File: config.mk
export PLATFORM = sky130hd
export DESIGN_NAME = mem_arbiter
export DESIGN_NICKNAME = d
export VERILOG_FILES = /design/src/rtl/mem_arbiter.sv
export SDC_FILE = /design/constraint.sdc
export NUM_CORES = 1
export LEC_CHECK = 0
export BUFFER_PORTS_ARGS = -buffer_cell sky130_fd_sc_hd__buf_2
export CORE_ASPECT_RATIO = 0.5
export CORE_UTILIZATION = 30
export CTS_CLUSTER_SIZE = 20
export DETAILED_ROUTE_END_ITERATION = 7
export GPL_TIMING_DRIVEN = 0
export PLACE_DENSITY_LB_ADDON = 0.12
export SETUP_SLACK_MARGIN = 0.1
export SYNTH_ARGS = -nofsm -noshare
export SYNTH_HDL_FRONTEND = slang
export SYNTH_SLANG_ARGS = --single-unit
export TNS_END_PERCENT = 30
File: constraint.sdc
create_clock -name clk_sys -period 1.9 [get_ports clk_sys]
set_clock_uncertainty 0.05 [all_clocks]
set_input_delay 0.19 -clock clk_sys [delete_from_list [all_inputs] [get_ports clk_sys]]
set_output_delay 0.19 -clock clk_sys [all_outputs]
set_load 0.005 [all_outputs]
File: src/rtl/mem_arbiter.sv
// Arbitrates three requesters onto one SDRAM byte port: fixed priority dl > dma > cpu, IDLE->ISSUE->WAIT->DONE, 4 cycles overhead.
// Requests are held off (no queue) during a transaction; optional CPU starvation guard under MEM_ARB_CPU_GUARD_EN.
module mem_arbiter #(
  parameter int AW       = 25,
  parameter int TIMEOUT  = 64,
  parameter int MAX_WAIT = 16
) (
  input  logic          clk_sys,
  input  logic          reset_n,
  input  logic          dl_req,
  input  logic [AW-1:0] dl_addr,
  input  logic [7:0]    dl_data,
  output logic          dl_ack,
  input  logic          dma_req,
  input  logic [15:0]   dma_addr,
  output logic          dma_ack,
  input  logic          cpu_req,
  input  logic          cpu_we,
  input  logic [AW-1:0] cpu_addr,
  input  logic [7:0]    cpu_data,
  output logic          cpu_ack,
  output logic [7:0]    rdata,
  output logic          mem_req,
  output logic          mem_we,
  output logic [AW-1:0] mem_addr,
  output logic [7:0]    mem_din,
  input  logic          mem_ack,
  input  logic [7:0]    mem_dout,
  output logic [1:0]    owner,
  output logic          busy,
  output logic          timeout_err
);

  localparam logic [1:0] S_IDLE  = 2'd0;
  localparam logic [1:0] S_ISSUE = 2'd1;
  localparam logic [1:0] S_WAIT  = 2'd2;
  localparam logic [1:0] S_DONE  = 2'd3;

  localparam logic [1:0] OWN_NONE = 2'd0;
  localparam logic [1:0] OWN_DL   = 2'd1;
  localparam logic [1:0] OWN_DMA  = 2'd2;
  localparam logic [1:0] OWN_CPU  = 2'd3;

  localparam int             TW      = (TIMEOUT > 2) ? $clog2(TIMEOUT) : 1;
  localparam logic [TW-1:0]  TO_LAST = TW'(TIMEOUT - 1);

  logic [1:0]    state_q, state_d;
  logic [1:0]    owner_q, owner_d;
  logic [AW-1:0] addr_q, addr_d;
  logic          we_q, we_d;
  logic [7:0]    din_q, din_d;
  logic [7:0]    rdata_q, rdata_d;
  logic          req_q, req_d;
  logic [TW-1:0] to_cnt_q, to_cnt_d;
  logic          terr_q, terr_d;
  logic          cpu_boost;

`ifdef MEM_ARB_CPU_GUARD_EN
  logic [4:0] cpu_wait_q, cpu_wait_d;
  logic       cpu_grant;

  assign cpu_boost = (cpu_wait_q >= 5'(MAX_WAIT));
  assign cpu_grant = (state_q == S_IDLE) && (owner_d == OWN_CPU);

  always_comb begin
    cpu_wait_d = cpu_wait_q;
    if (cpu_grant) begin
      cpu_wait_d = 5'd0;
    end else if (cpu_req && owner_q != OWN_CPU && cpu_wait_q != 5'h1f) begin
      cpu_wait_d = cpu_wait_q + 5'd1;
    end
  end

  always_ff @(posedge clk_sys or negedge reset_n) begin
    if (!reset_n) cpu_wait_q <= 5'd0;
    else          cpu_wait_q <= cpu_wait_d;
  end
`else
  assign cpu_boost = 1'b0;
`endif

  always_comb begin
    state_d  = state_q;
    owner_d  = owner_q;
    addr_d   = addr_q;
    we_d     = we_q;
    din_d    = din_q;
    rdata_d  = rdata_q;
    req_d    = req_q;
    to_cnt_d = to_cnt_q;
    terr_d   = terr_q;
    case (state_q)
      S_IDLE: begin
        if (dl_req) begin
          owner_d = OWN_DL;
          addr_d  = dl_addr;
          we_d    = 1'b1;
          din_d   = dl_data;
          state_d = S_ISSUE;
        end else if (cpu_req && (cpu_boost || !dma_req)) begin
          owner_d = OWN_CPU;
          addr_d  = cpu_addr;
          we_d    = cpu_we;
          din_d   = cpu_data;
          state_d = S_ISSUE;
        end else if (dma_req) begin
          owner_d = OWN_DMA;
          addr_d  = AW'(dma_addr);
          we_d    = 1'b0;
          din_d   = 8'h00;
          state_d = S_ISSUE;
        end
      end
      S_ISSUE: begin
        req_d    = 1'b1;
        to_cnt_d = '0;
        state_d  = S_WAIT;
      end
      S_WAIT: begin
        // a late ack in the final counter cycle still completes normally
        if (mem_ack) begin
          req_d   = 1'b0;
          if (!we_q) rdata_d = mem_dout;
          state_d = S_DONE;
        end else if (to_cnt_q == TO_LAST) begin
          req_d   = 1'b0;
          terr_d  = 1'b1;
          if (!we_q) rdata_d = 8'hFF;
          state_d = S_DONE;
        end else begin
          to_cnt_d = to_cnt_q + 1'b1;
        end
      end
      S_DONE: begin
        owner_d = OWN_NONE;
        state_d = S_IDLE;
      end
      default: state_d = S_IDLE;
    endcase
  end

  always_ff @(posedge clk_sys or negedge reset_n) begin
    if (!reset_n) begin
      state_q  <= S_IDLE;
      owner_q  <= OWN_NONE;
      addr_q   <= '0;
      we_q     <= 1'b0;
      din_q    <= 8'h00;
      rdata_q  <= 8'h00;
      req_q    <= 1'b0;
      to_cnt_q <= '0;
      terr_q   <= 1'b0;
    end else begin
      state_q  <= state_d;
      owner_q  <= owner_d;
      addr_q   <= addr_d;
      we_q     <= we_d;
      din_q    <= din_d;
      rdata_q  <= rdata_d;
      req_q    <= req_d;
      to_cnt_q <= to_cnt_d;
      terr_q   <= terr_d;
    end
  end

  assign dl_ack      = (state_q == S_DONE) && (owner_q == OWN_DL);
  assign dma_ack     = (state_q == S_DONE) && (owner_q == OWN_DMA);
  assign cpu_ack     = (state_q == S_DONE) && (owner_q == OWN_CPU);
  assign rdata       = rdata_q;
  assign mem_req     = req_q;
  assign mem_we      = we_q;
  assign mem_addr    = addr_q;
  assign mem_din     = din_q;
  assign owner       = owner_q;
  assign busy        = (state_q != S_IDLE);
  assign timeout_err = terr_q;

endmodule
* Word level (Yosys, flattened, before mapping)
Cells that the tools add are included.
W data, S select, Z words.
** Word-level totals
- Bits in registers :: 54
- Bits in latches :: 0
- RAM bits :: 0
- ROM bits :: 0
- Input port bits :: 97
- Logic and storage cells :: 70
- Memories :: 0
** Operators by class
- Add/sub/neg operators :: 1
- $mul :: 0
- Divide/modulo/power cells :: 0
- Order comparisons :: 0
- Equality and inequality tests :: 11
- Shift-type cells :: 0
- Mux-type cells :: 29
- Bitwise logic cells :: 2
- Reductions and logical operators :: 18
** Operator list (number)
- $mux W25 :: 3
- $mux W8 :: 7
- $mux W2 :: 8
- $mux W6 :: 2
- $pmux W6 S2 :: 1
- $reduce_and A3 Y1 :: 3
- $eq A2 B2 Y1 const B :: 4
- $pmux W2 S4 :: 1
- $reduce_and A2 Y1 :: 4
- $reduce_bool A2 Y1 :: 4
- $add A6 B1 Y6 const B :: 1
- $eq A6 B6 Y1 const B :: 1
- $mux W1 :: 5
- $eq A2 B1 Y1 const B :: 2
- $logic_and A1 B1 Y1 :: 4
- $ne A2 B2 Y1 const B :: 2
- $ne A4 B4 Y1 const B :: 1
- $pmux W2 S2 :: 1
- $ne A3 B3 Y1 const B :: 1
- $reduce_bool A3 Y1 :: 1
- $logic_not A2 Y1 :: 1
- $not A1 Y1 :: 2
- $pmux W1 S2 :: 1
- $logic_not A1 Y1 :: 1

* Longest topological paths before layout
Gate-level depths: netlist of run 1.
- Depth after elaboration :: 5
- Depth in mapped cells :: 6
- Gate-level depth less buffers :: 6

* Worst setup path after synthesis of run 1
Ideal clock, no wire load.
- Path kind :: flip-flop to flip-flop
- From :: reg state_q[0]
- To :: reg state_q[1]
- Setup time :: 125 ps
- Data arrival time :: 1470 ps
- Required time :: 1725 ps
- Slack :: 256 ps
- Cell stages (with the launch flop) :: 7
- Path buffers :: 0
- Path through :: dfrtp_1 -> inv_1 -> ha_1 -> inv_1 -> nor4_4 -> a21oi_1 -> mux2_2
** On the way
- Longest elaborated chain between the ends :: 3
** RTL lines
- start: declaration :: line 47 : logic [1:0] state_q, state_d;
- start signal: assignment :: line 154 : state_q <= state_d;
- $eq A2 B2 Y1 / $logic_not A2 Y1 (equally long branches) :: line 92 : case (state_q)
- $ne A3 B3 Y1 (no source line) / $ne A4 B4 Y1 (equally long branches)
- $reduce_and A2 Y1 (no source line)
Several ways; a longest one is shown, not always the timed one.
A chain may end at the register's enable or synchronous reset.

* Worst setup path after layout of run 1
Same ends and word-level chain as after synthesis.

==> results of run 1 <==
## registers in the layout, indices dropped and copies added (netlist names), 2 cells and up
| register | flops |
|---|---|
| state_q | 2 |
| rdata | 8 |
| to_cnt_q | 6 |
| owner | 2 |
| mem_din | 8 |
| mem_addr | 25 |
## cells in the mapped netlist, types with 3 or more instances
cell type   n  area share
o22a_1      8       0.025
mux2_2     17       0.067
a21oi_1    24       0.042
nor3b_1    17       0.045
and3b_1     3      0.0092
o21ai_0    28       0.049
nor2_1      3      0.0040
nand2_1    39       0.051
nor2b_1     3      0.0066
nand3_1     6       0.011
dfrtp_1    54        0.48
ha_1        6       0.026
mux2i_1    16       0.056
clkbuf_1   10       0.013
buf_2       6       0.011
inv_1       5      0.0066
o21ai_1    11       0.019
buf_6       3       0.012
## metal layers
metal	global-route usage	share of wire
met1	0.208	0.47
met2	0.267	0.48
met3	0.0393	0.041
met4	0.0403	0.0082
met5	0	0
## kinds of logic after synthesis
family                     share of synthesized area
adders and majority gates                     0.0264
muxes                                          0.124
DFF                                            0.475
and+or+nand+nor                                0.153
AOI/OAI and AO/OA                              0.174
buffers and inverters                         0.0475
## worst paths after layout
| path | endpoint | slack [ns] | depth (start not counted) |
|---|---|---|---|
| min | rdata[7] | 0.07 | 2 |
| min in group asynchronous | mem_addr[1] | 0.43 | 2 |
| max reg2reg | state_q[1] | 0.19 | 6 |
| max | state_q[1] | 0.19 | 6 |
| max in group asynchronous | mem_addr[22] | 0.87 | 2 |
| min reg2reg | timeout_err | 0.41 | 1 |
## layout make-up
class                           count  share of cell area
Multi-Input combinational cell    202               0.350
Sequential cell                    54               0.348
Timing Repair Buffer              146               0.190
Tap cell                          117              0.0377
Clock buffer                        5              0.0322
Buffer                             21              0.0303
Clock inverter                      3             0.00645
Inverter                            5             0.00484
## what timing repair did
action,in CTS,in global routing
endpoints found under the hold margin,0,54
setup endpoints to repair,8,24
resized for setup,1,4
hold buffers,0,1
pin swaps,0,1
## where the power goes
part	internal [mW]	total (mW)	leakage [nW]	switching [mW]
registers	1.63	1.90	0.669	0.266
clock network	0.497	0.944	0.0704	0.447
logic	0.996	2.01	1.15	1.02
total	3.12	4.85	1.89	1.73
## per-stage QoR
step / power (mW) / std cells / setup slack (ns) / cell area, um2 / util
floorplan: 3.04 / 283 / 0.256 / 2840 / -
global placement: 3.93 / 545 / 0.0124 / 3720 / 0.415
detailed placement: 3.95 / 545 / 0.00667 / 3720 / 0.415
CTS: 4.91 / 553 / 0.0629 / 3870 / 0.432
global route: 5.25 / 553 / 0.0763 / 3880 / 0.434
finish: 4.85 / 553 / 0.187 / 3880 / 0.434
## critical path, stage by stage, from the launching register on
cell	delay, ns
dfrtp_1	0.42
inv_1	0.12
ha_1	0.23
inv_1	0.11
nor4_4	0.28
a21oi_1	0.11
mux2_2	0.29
==> impl_metrics.ini, run 1 <==
[clock_network]
cts_setup_buffers = 0
root_buffer = clkbuf_16
clk_transition_reported_paths_ns = 0.08
h-tree-depth = 2
clkSinkCount = 54
cts_tree = done
clockBufferDepth = 2
clock_latency_ns = 0.30
numCtsBuffers = 5

[logic_synthesis]
async_reset_ff_frac = 1.00
ys_ff_latch = 54
synth_area_um2 = 2840
synth_edf_count = 0
ys_seq_area_frac = 0.475
synth_warnings = 0
syn_nets = 386
synthCells = 283
ys_types = 36
ys_dominant_reg_cell = dfrtp_1
syn_avg_cell_area_um2 = 10.0

[routing]
num_vias = 2568
routed_via_density = 4.64
drtIter0Drc = 70
drc = 0
wirelength_mm = 7.56
ant_nets = 0
routedWlPerCell_um = 13.7
first_pass_iters = 4

[placement]
gp_congestion = 0.780
port_buffers = 145
dpl.hpwl_mm = 5.66

[worst_setup_path]
crit_arrival_ns = 1.85
cp-end-kind = flop
r2r_start = state_q[0]
path_max_fanout = 6
cp-startpoint = state_q[0]
path_class = flop to flop
cp-start-kind = flop
critPathRequiredTime_ns = 2.04

[timing]
finalCriticalPeriod_ns = 1.71
slew_headroom = 0.523
finalSetupTns_ns = 0
fmax_mhz = 584
rsz0062_at_grt = true
hold_violations = 0
setup_viol_count_final = 0
hold_slack_ns = 0.0746
period_share = 0.902
tightest_slew_ns = 0.716
slew_viol_final = 0

[power_and_ir_drop]
ir_drop_mv = 0.429
leakagePower_nw = 1.89
power_density_nw_per_um2 = 1250

[grt]
grt-ovfl-total = 0
grt_use_total = 0.159
grt_max_degree = 55
grt_pass1_vias = 2443
antenna_found_initial = 1
grt_pass1_wl_mm = 12.3

[final_layout]
nets = 538
regArea_um2 = 1350
layout_common_cells = 149 x buf_2, 54 x dfrtp_1, 39 x nand2_1
fillerInstances = 894
final_common_cell = buf_2
antenna_cells = 0
syn2layout_area_growth_pct = 36.4
drive_gt1_frac = 0.427
multi_input_area_um2 = 1360

[hold_path]
min_path_type = input port to flop
worstHoldStart = mem_dout[7]

[floorplanning]
ios = 147
die_area_um2 = 9900
initial_core_util = 0.318
die_x_um = 140
rows = 24
fp.dieH_um = 70.8
core-area_um2 = 8950

[run]
max-cap-violations = 0

[outcome]
status = finished, final reports clean
(Power assumes the default switching activity.)
==> run 2, diff against run 1 <==
Settings changed: CTS_BUF_LIST from default to sky130_fd_sc_hd__clkbuf_8.
==> impl_metrics.ini, run 2 (synthesis results as in run 1) <==
[worst_setup_path]
cp-end-kind = flop
crit_arrival_ns = 1.89
r2r_cells = 5
critPathRequiredTime_ns = 2.06
path_class = flop to flop
r2r_setup_slack_ns = 0.17
rr_endpoint = mem_addr[1]
r2r_start = state_q[0]
path_max_fanout = 10
cp-start-kind = flop

[final_layout]
post-route-util = 0.427
largest_reg_flops = 25
nets = 538
drive_gt1_frac = 0.427
design_area_um2 = 3820
layout_common_cells = 149 x buf_2, 54 x dfrtp_1, 39 x nand2_1
antenna_cells = 0
final_common_cell = buf_2
syn2layout_area_growth_pct = 34.4

[routing]
ant_nets = 0
drtIter0Drc = 74
routedWlPerCell_um = 13.8
first_pass_iters = 4
routed_via_density = 4.66
num_vias = 2578
drc = 0
wirelength_mm = 7.61

[timing]
fmax_mhz = 578
rsz0062_at_grt = true
slew_viol_final = 0
period_share = 0.910
tightest_slew_ns = 0.717
setup_viol_count_final = 0
slew_headroom = 0.522
finalCriticalPeriod_ns = 1.73
finalSetupTns_ns = 0
hold_violations = 0
hold_slack_ns = 0.0423

[clock_network]
cts_setup_buffers = 0
numCtsBuffers = 5
clkSinkCount = 54
cts_tree = done
root_buffer = clkbuf_8
clock_latency_ns = 0.32
h-tree-depth = 2
clk_transition_reported_paths_ns = 0.11
clockBufferDepth = 2

[power_and_ir_drop]
switching_share = 0.371
seq_power_share = 0.412
p_switching_mw = 1.71
comb_power_share = 0.438
p_int_mw = 2.89
power_density_nw_per_um2 = 1200
ir_drop_mv = 0.403
pwr-share-clk = 0.150
finalPower_mw = 4.60
leakagePower_nw = 1.87

[floorplanning]
ios = 147
initial_core_util = 0.318
fp.dieH_um = 70.8
die_x_um = 140
die_area_um2 = 9900
rows = 24
core-area_um2 = 8950

[hold_path]
hold_depth = 2
hold_end = rdata[7]
min_path_type = input port to flop
worstHoldStart = mem_dout[7]

[grt]
met1_usage = 0.207
grt_pass1_wl_mm = 12.3
grt_max_degree = 55
grt_util_met3 = 0.0372
gr-usage-met2 = 0.267
antenna_found_initial = 1
grt-ovfl-total = 0
busiest_layer = met2
grt_use_total = 0.159
grt_pass1_vias = 2444

[placement]
gp_congestion = 0.780
dpl.hpwl_mm = 5.66
placed_area_um2 = 3720
port_buffers = 145

[run]
max-cap-violations = 0

[outcome]
status = finished, final reports clean
## run 2: final cells by class
class                           count  area (um2)
Inverter                            5        18.8
Tap cell                          117         146
Buffer                             21         118
Sequential cell                    54        1350
Timing Repair Buffer              146         738
Clock buffer                        5        68.8
Fill cell                         902        5120
Clock inverter                      3        25.0
Multi-Input combinational cell    202        1360
## run 2: power by group through the flow
stage                     registers, mW  clock network (mW)  logic (mW)
after floorplan                    1.94                   0        1.10
after global placement             1.91                   0        2.02
after detailed placement           1.91                   0        2.04
after CTS                          1.89               0.719        2.05
after global routing               1.96               0.766        2.26
final                              1.90               0.690        2.01
## run 2: critical path, cell delays in order, from the launching register on
cell	delay, ns
dfrtp_1	0.42
inv_1	0.10
ha_1	0.25
o31ai_2	0.13
buf_2	0.30
mux2_2	0.36
## run 2: per-stage QoR
step / worst slack, ns / cells
floorplan: 0.256 / 283
global placement: 0.0124 / 545
detailed placement: 0.00667 / 545
CTS: 0.0580 / 553
global route: 0.0644 / 553
finish: 0.171 / 553
## run 2: repair_timing
item,in CTS,in global routing
hold buffers,0,1
endpoints found under the hold margin,0,54
pin swaps,0,1
setup endpoints to repair,8,26
resized for setup,1,4
## run 2: how the worst max path moves through the flow
stage,start,endpoint,slack [ns]
after floorplan,state_q[0],state_q[1],0.26
after global placement,state_q[0],owner[0],0.01
after detailed placement,state_q[0],to_cnt_q[5],0.007
after CTS,state_q[0],state_q[1],0.06
after global routing,state_q[0],mem_addr[0],0.06
final,state_q[0],mem_addr[1],0.17
## run 2: routing by layer
metal / routed length (um) / share of wire
met1: 3600 / 0.47
met2: 3610 / 0.47
met3: 319 / 0.042
met4: 78 / 0.010
met5: 0 / 0
